File: src/rtl/crtc_reg_ctrl.sv
// CRTC timing register file: CPU address/data access port, masked registers and timing outputs.
// Define CRTC_SHADOW_UPDATE_EN so that writes are applied to the outputs only at the next frame start.
module crtc_reg_ctrl (
    input  logic        sys_clk_i,
    input  logic        reset_n_i,
    input  logic        cs_i,
    input  logic        rs_i,
    input  logic        we_i,
    input  logic [7:0]  data_i,
    output logic [7:0]  data_o,
    input  logic        frame_start_i,
    output logic [7:0]  h_char_total_o,
    output logic [7:0]  h_char_displayed_o,
    output logic [7:0]  h_sync_start_o,
    output logic [3:0]  h_sync_width_o,
    output logic [3:0]  v_sync_width_o,
    output logic [7:0]  v_char_total_o,
    output logic [4:0]  v_adjust_o,
    output logic [7:0]  v_char_displayed_o,
    output logic [7:0]  v_sync_start_o,
    output logic [4:0]  v_char_pixel_size_o,
    output logic [13:0] screen_addr_o,
    output logic        pending_o
);

    localparam int NREG = 14;

    // A zero mask marks an unimplemented register; writes to it are dropped.
    function automatic logic [7:0] reg_mask(input logic [4:0] a);
        case (a)
            5'd0, 5'd1, 5'd2, 5'd3, 5'd8, 5'd13: reg_mask = 8'hFF;
            5'd4, 5'd6, 5'd7:                    reg_mask = 8'h7F;
            5'd5, 5'd9:                          reg_mask = 8'h1F;
            5'd12:                               reg_mask = 8'h3F;
            default:                             reg_mask = 8'h00;
        endcase
    endfunction

    function automatic logic [7:0] reg_reset(input logic [3:0] i);
        case (i)
            4'd0:    reg_reset = 8'd49;
            4'd1:    reg_reset = 8'd40;
            4'd2:    reg_reset = 8'd41;
            4'd3:    reg_reset = 8'h0F;
            4'd4:    reg_reset = 8'd32;
            4'd5:    reg_reset = 8'd3;
            4'd6:    reg_reset = 8'd25;
            4'd7:    reg_reset = 8'd29;
            4'd9:    reg_reset = 8'd9;
            4'd12:   reg_reset = 8'h10;
            default: reg_reset = 8'h00;
        endcase
    endfunction

    logic [4:0] addr_q, addr_d;
    logic [7:0] data_q, data_d;
    logic [7:0] active_q [NREG];
    logic [7:0] active_d [NREG];
    logic [7:0] rd12, rd13;
    logic       wr_addr, wr_data;

    assign wr_addr = cs_i && we_i && !rs_i;
    assign wr_data = cs_i && we_i && rs_i && (reg_mask(addr_q) != 8'h00);

`ifdef CRTC_SHADOW_UPDATE_EN
    localparam logic [0:0] ST_IDLE    = 1'b0;
    localparam logic [0:0] ST_PENDING = 1'b1;

    logic [0:0] state_q, state_d;
    logic [7:0] shadow_q [NREG];
    logic [7:0] shadow_d [NREG];

    assign rd12 = shadow_q[12];
    assign rd13 = shadow_q[13];

    // The copy uses the pre-write shadow, so a coincident write stays pending.
    always_comb begin
        shadow_d = shadow_q;
        active_d = active_q;
        state_d  = state_q;
        if (state_q == ST_PENDING && frame_start_i) begin
            active_d = shadow_q;
            state_d  = ST_IDLE;
        end
        if (wr_data) begin
            shadow_d[addr_q[3:0]] = data_i & reg_mask(addr_q);
            state_d               = ST_PENDING;
        end
    end

    always_ff @(posedge sys_clk_i or negedge reset_n_i) begin
        if (!reset_n_i) begin
            state_q <= ST_IDLE;
            for (int i = 0; i < NREG; i++) shadow_q[i] <= reg_reset(4'(i));
        end else begin
            state_q  <= state_d;
            shadow_q <= shadow_d;
        end
    end

    assign pending_o = (state_q == ST_PENDING);

    logic unused_bits;
    assign unused_bits = ^{active_q[8], active_q[10], active_q[11], active_q[12][7:6], active_q[13]};
`else
    assign rd12 = active_q[12];
    assign rd13 = active_q[13];

    always_comb begin
        active_d = active_q;
        if (wr_data) active_d[addr_q[3:0]] = data_i & reg_mask(addr_q);
    end

    assign pending_o = 1'b0;

    logic unused_bits;
    assign unused_bits = ^{frame_start_i, active_q[8], active_q[10], active_q[11], active_q[12][7:6]};
`endif

    always_comb begin
        addr_d = addr_q;
        data_d = data_q;
        if (wr_addr) addr_d = data_i[4:0];
        if (cs_i && !we_i) begin
            if (rs_i && addr_q == 5'd12)      data_d = rd12;
            else if (rs_i && addr_q == 5'd13) data_d = rd13;
            else                              data_d = 8'h00;
        end
    end

    always_ff @(posedge sys_clk_i or negedge reset_n_i) begin
        if (!reset_n_i) begin
            addr_q <= 5'd0;
            data_q <= 8'h00;
            for (int i = 0; i < NREG; i++) active_q[i] <= reg_reset(4'(i));
        end else begin
            addr_q   <= addr_d;
            data_q   <= data_d;
            active_q <= active_d;
        end
    end

    assign data_o              = data_q;
    assign h_char_total_o      = active_q[0];
    assign h_char_displayed_o  = active_q[1];
    assign h_sync_start_o      = active_q[2];
    assign h_sync_width_o      = active_q[3][3:0];
    assign v_sync_width_o      = active_q[3][7:4];
    assign v_char_total_o      = {1'b0, active_q[4][6:0]};
    assign v_adjust_o          = active_q[5][4:0];
    assign v_char_displayed_o  = {1'b0, active_q[6][6:0]};
    assign v_sync_start_o      = {1'b0, active_q[7][6:0]};
    assign v_char_pixel_size_o = active_q[9][4:0];
    assign screen_addr_o       = {active_q[12][5:0], active_q[13]};

endmodule

File: config.mk
export PLATFORM = sky130hd
export DESIGN_NAME = crtc_reg_ctrl
export DESIGN_NICKNAME = d
export VERILOG_FILES = /design/src/rtl/crtc_reg_ctrl.sv
export SDC_FILE = /design/constraint.sdc
export NUM_CORES = 1
export LEC_CHECK = 0
export ABC_CLOCK_PERIOD_IN_PS = 1900
export CAP_MARGIN = 0
export CORE_UTILIZATION = 50
export DETAILED_ROUTE_END_ITERATION = 8
export PLACE_DENSITY = 0.8
export SYNTH_ARGS = -nofsm -noshare
export SYNTH_HDL_FRONTEND = slang
export SYNTH_SLANG_ARGS = --single-unit
File: constraint.sdc
create_clock -name sys_clk_i -period 1.9 [get_ports sys_clk_i]
set_input_delay 0.285 -clock sys_clk_i [delete_from_list [all_inputs] [get_ports sys_clk_i]]
set_output_delay 0.285 -clock sys_clk_i [all_outputs]
set_load 0.02 [all_outputs]
==> results.py <==
metrics = {
    "status": {
        "outcome": "completed",
    },
    "timing": {
        "fmax_ghz": 0.559,
        "min_period_ps": 1790,
        "setup_viol_count_final": 0,
        "finalCritPeriodShare": 0.941,
        "rsz0062_at_grt": "false",
        "clock_skew_ps": 9.55,
        "relSlewSlack": 0.592,
        "tightest_slew_ps": 611,
        "setup_slack_ps": 111,
        "hold_viol": 0,
        "finalMaxSlewViolations": 0,
    },
    "floorplanning": {
        "io_pins": 103,
        "die_h_um": 96.8,
        "start_util": 0.515,
        "die-area_mm2": 0.00937,
        "rows": 34,
        "die_width_um": 96.8,
        "coreArea_mm2": 0.00872,
    },
    "cts": {
        "clockBufferDepth": 2,
        "cts_made_buffers": 9,
        "clock-sinks": 92,
        "clk_latency_ps": 350,
        "cts_post_setup_buffers_inserted": 0,
        "cts_tree": "done",
        "h-tree-depth": 3,
        "cts.clk_slew.worst_paths_ps": 90,
        "cts_root_buffer": "clkbuf_8",
    },
    "finish": {
        "area_growth_syn_to_layout_pct": 19.0,
        "final_cell_mix": "clkdlybuf4s50_1, mux2_2, dfrtp_1",
        "finalNonFillerCells": 484,
        "fin_area_mm2": 0.00535,
        "finalNetCount": 385,
        "final_layout_size_suffix_gt1_frac": 0.455,
        "antenna_cells": 0,
        "mostFrequentLayoutCell": "clkdlybuf4s50_1",
    },
    "synth": {
        "synth_top_flop_cell": "dfrtp_1",
        "syn_area_per_cell_um2": 13.7,
        "synth_area_leaders": "dfrtp_1, mux2_2, dfstp_2",
        "synth_edf_count": 0,
        "syn_inst": 329,
        "synth-seq-cells": 92,
        "ys_seq_area_frac": 0.519,
        "ys_warn_count": 0,
        "synth.cell_area_mm2": 0.00449,
        "yosys.area.top_type": "dfrtp_1",
        "async_flop_share": 1.00,
        "synth.distinct_cells": 33,
        "synth.top_cell.area_share": 0.373,
    },
    "place": {
        "port_buffers": 97,
        "dp.cells": 467,
        "dp_hpwl_um": 5940,
        "place_ws_ps": -112,
        "gp_congestion": 0.790,
        "dpl_cell_area_mm2": 0.00513,
    },
    "routing": {
        "first_pass_iters": 5,
        "wl_per_cell_um": 17.3,
        "viasPerCell": 5.01,
        "ant_nets": 0,
        "first_iter_violations": 53,
        "drc": 0,
        "wirelength_um": 8360,
        "dr_total_vias": 2423,
    },
    "setup_path": {
        "crit_chain": "clkdlybuf4s50_1",
        "path_depth": 1,
        "crit_path_start_kind": "flip-flop",
        "cp_max_fo": 2,
        "reg2reg_depth": 4,
        "cpMaxStageDelayCell": "clkdlybuf4s50_1",
        "r2r_end": "v_char_pixel_size_o[4]",
        "crit_type": "reg2out",
        "worst_setup_path_end_kind": "primary output",
        "reg2reg_from": "addr_q[1]",
        "cp_top_family": "buffers and inverters",
        "cp.required_ps": 1620,
        "cp.arrival_ps": 1500,
        "slowest_delay_ps": 620,
        "crit_buf_inv": 1,
        "r2r_slack_ps": 180,
    },
    "grt": {
        "grt_max_degree": 93,
        "grt_pass1_vias": 2562,
        "antenna_found_initial": 0,
        "grt_first_pass_wirelength_um": 13600,
        "grt_util_all_layers": 0.189,
        "grt_overflow": 0,
    },
    "power_and_ir_drop": {
        "total_power_mw": 5.17,
        "power.density_mw_per_mm2": 966,
        "vdd_drop_max_uv": 511,
        "p_leak_nw": 2.40,
    },
    "hold_path": {
        "worstHoldPathCells": 2,
        "holdCritPathClass": "reg2reg",
        "min_from": "data_o[7]",
        "holdPathEnd": "data_o[7]",
    },
    "flow_run": {
        "drv_cap": 0,
    },
}
[cell families (layout without fill, tap and decap cells)]
kind of cell,count (synthesis),in the layout,synth area share
AO/OA/AOI/OAI,9,9,0.0234
flip-flops,92,92,0.519
other,1,4,0.000835
buffers and inverters,95,139,0.156
AND/OR/NAND/NOR,42,42,0.0769
multiplexers,90,90,0.223
[per-layer routing]
metal / GRT usage / vias up / part of all wire
li1: - / 1122 / -
met1: 0.231 / 1232 / 0.43
met2: 0.321 / 61 / 0.51
met3: 0.0549 / 8 / 0.045
met4: 0.0597 / 0 / 0.014
met5: 0 / - / 0
[layout make-up]
cell class	instances	area, um^2
fill	660	3370
sequential	92	2330
multi-input combinational	145	1470
timing repair buffer	122	1200
clock buffer	11	151
tap	108	135
clock inverter	5	57.6
inverter	1	3.75
[how the worst max path moves through the flow]
stage	endpoint	start
2_1_floorplan	rd12[0]	addr_q[4]
3_3_place_gp	rd12[3]	rs_i
3_5_place_dp	v_char_pixel_size_o[4]	rs_i
4_1_cts	v_char_total_o[5]	v_char_total_o[5]
5_1_grt	h_sync_width_o[1]	h_sync_width_o[1]
6_report	v_char_total_o[5]	v_char_total_o[5]
[stage by stage]
stage / util / TNS, ps / hold WS (ps)
final: 0.613 / 0 / 489
after global routing: 0.613 / 0 / 524
after CTS: 0.613 / 0 / 494
after detailed placement: 0.588 / -2120 / 377
after global placement: 0.588 / -404 / 362
after floorplan: - / 0 / -10.6
[synthesized netlist by cell type, types with 2 or more instances]
cell type	count
nand2_2	2
dfstp_2	25
dfrtp_1	67
nand4b_1	2
nand2b_1	2
and2_1	5
o31ai_2	8
nor2b_1	5
and4bb_2	3
nand2_1	11
buf_4	82
mux2i_1	8
mux2_2	81
clkbuf_1	6
buf_6	3
buf_2	2
[worst register-to-register path, stage by stage (launching register included)]
cell and delay (ps):
dfrtp_1 480, nand4bb_2 400, nor4_4 230, buf_4 190
mux2_2 330
[what timing repair did]
action	CTS	global route
hold endpoints to repair	62	0
resized for setup	0	0
hold buffers	1	0
[power by group]
group	internal, mW	switching, mW	leakage [nW]	total, mW
registers	2.26	0.173	1.17	2.43
logic	0.711	0.677	1.12	1.39
clock network	0.683	0.663	0.110	1.35
[sequential cells by signal (all words and copies together) (netlist names)]
| signal | cells |
|---|---|
| h_char_total_o | 8 |
| v_char_displayed_o | 7 |
| rd13 | 8 |
| v_char_total_o | 7 |
| v_sync_start_o | 7 |
| v_sync_width_o | 4 |
| rd12 | 8 |
| v_char_pixel_size_o | 5 |
| h_sync_start_o | 8 |
| h_char_displayed_o | 8 |
| v_adjust_o | 5 |
| addr_q | 5 |
| h_sync_width_o | 4 |
| data_o | 8 |
Note: power is estimated with default switching activity, not from simulation.
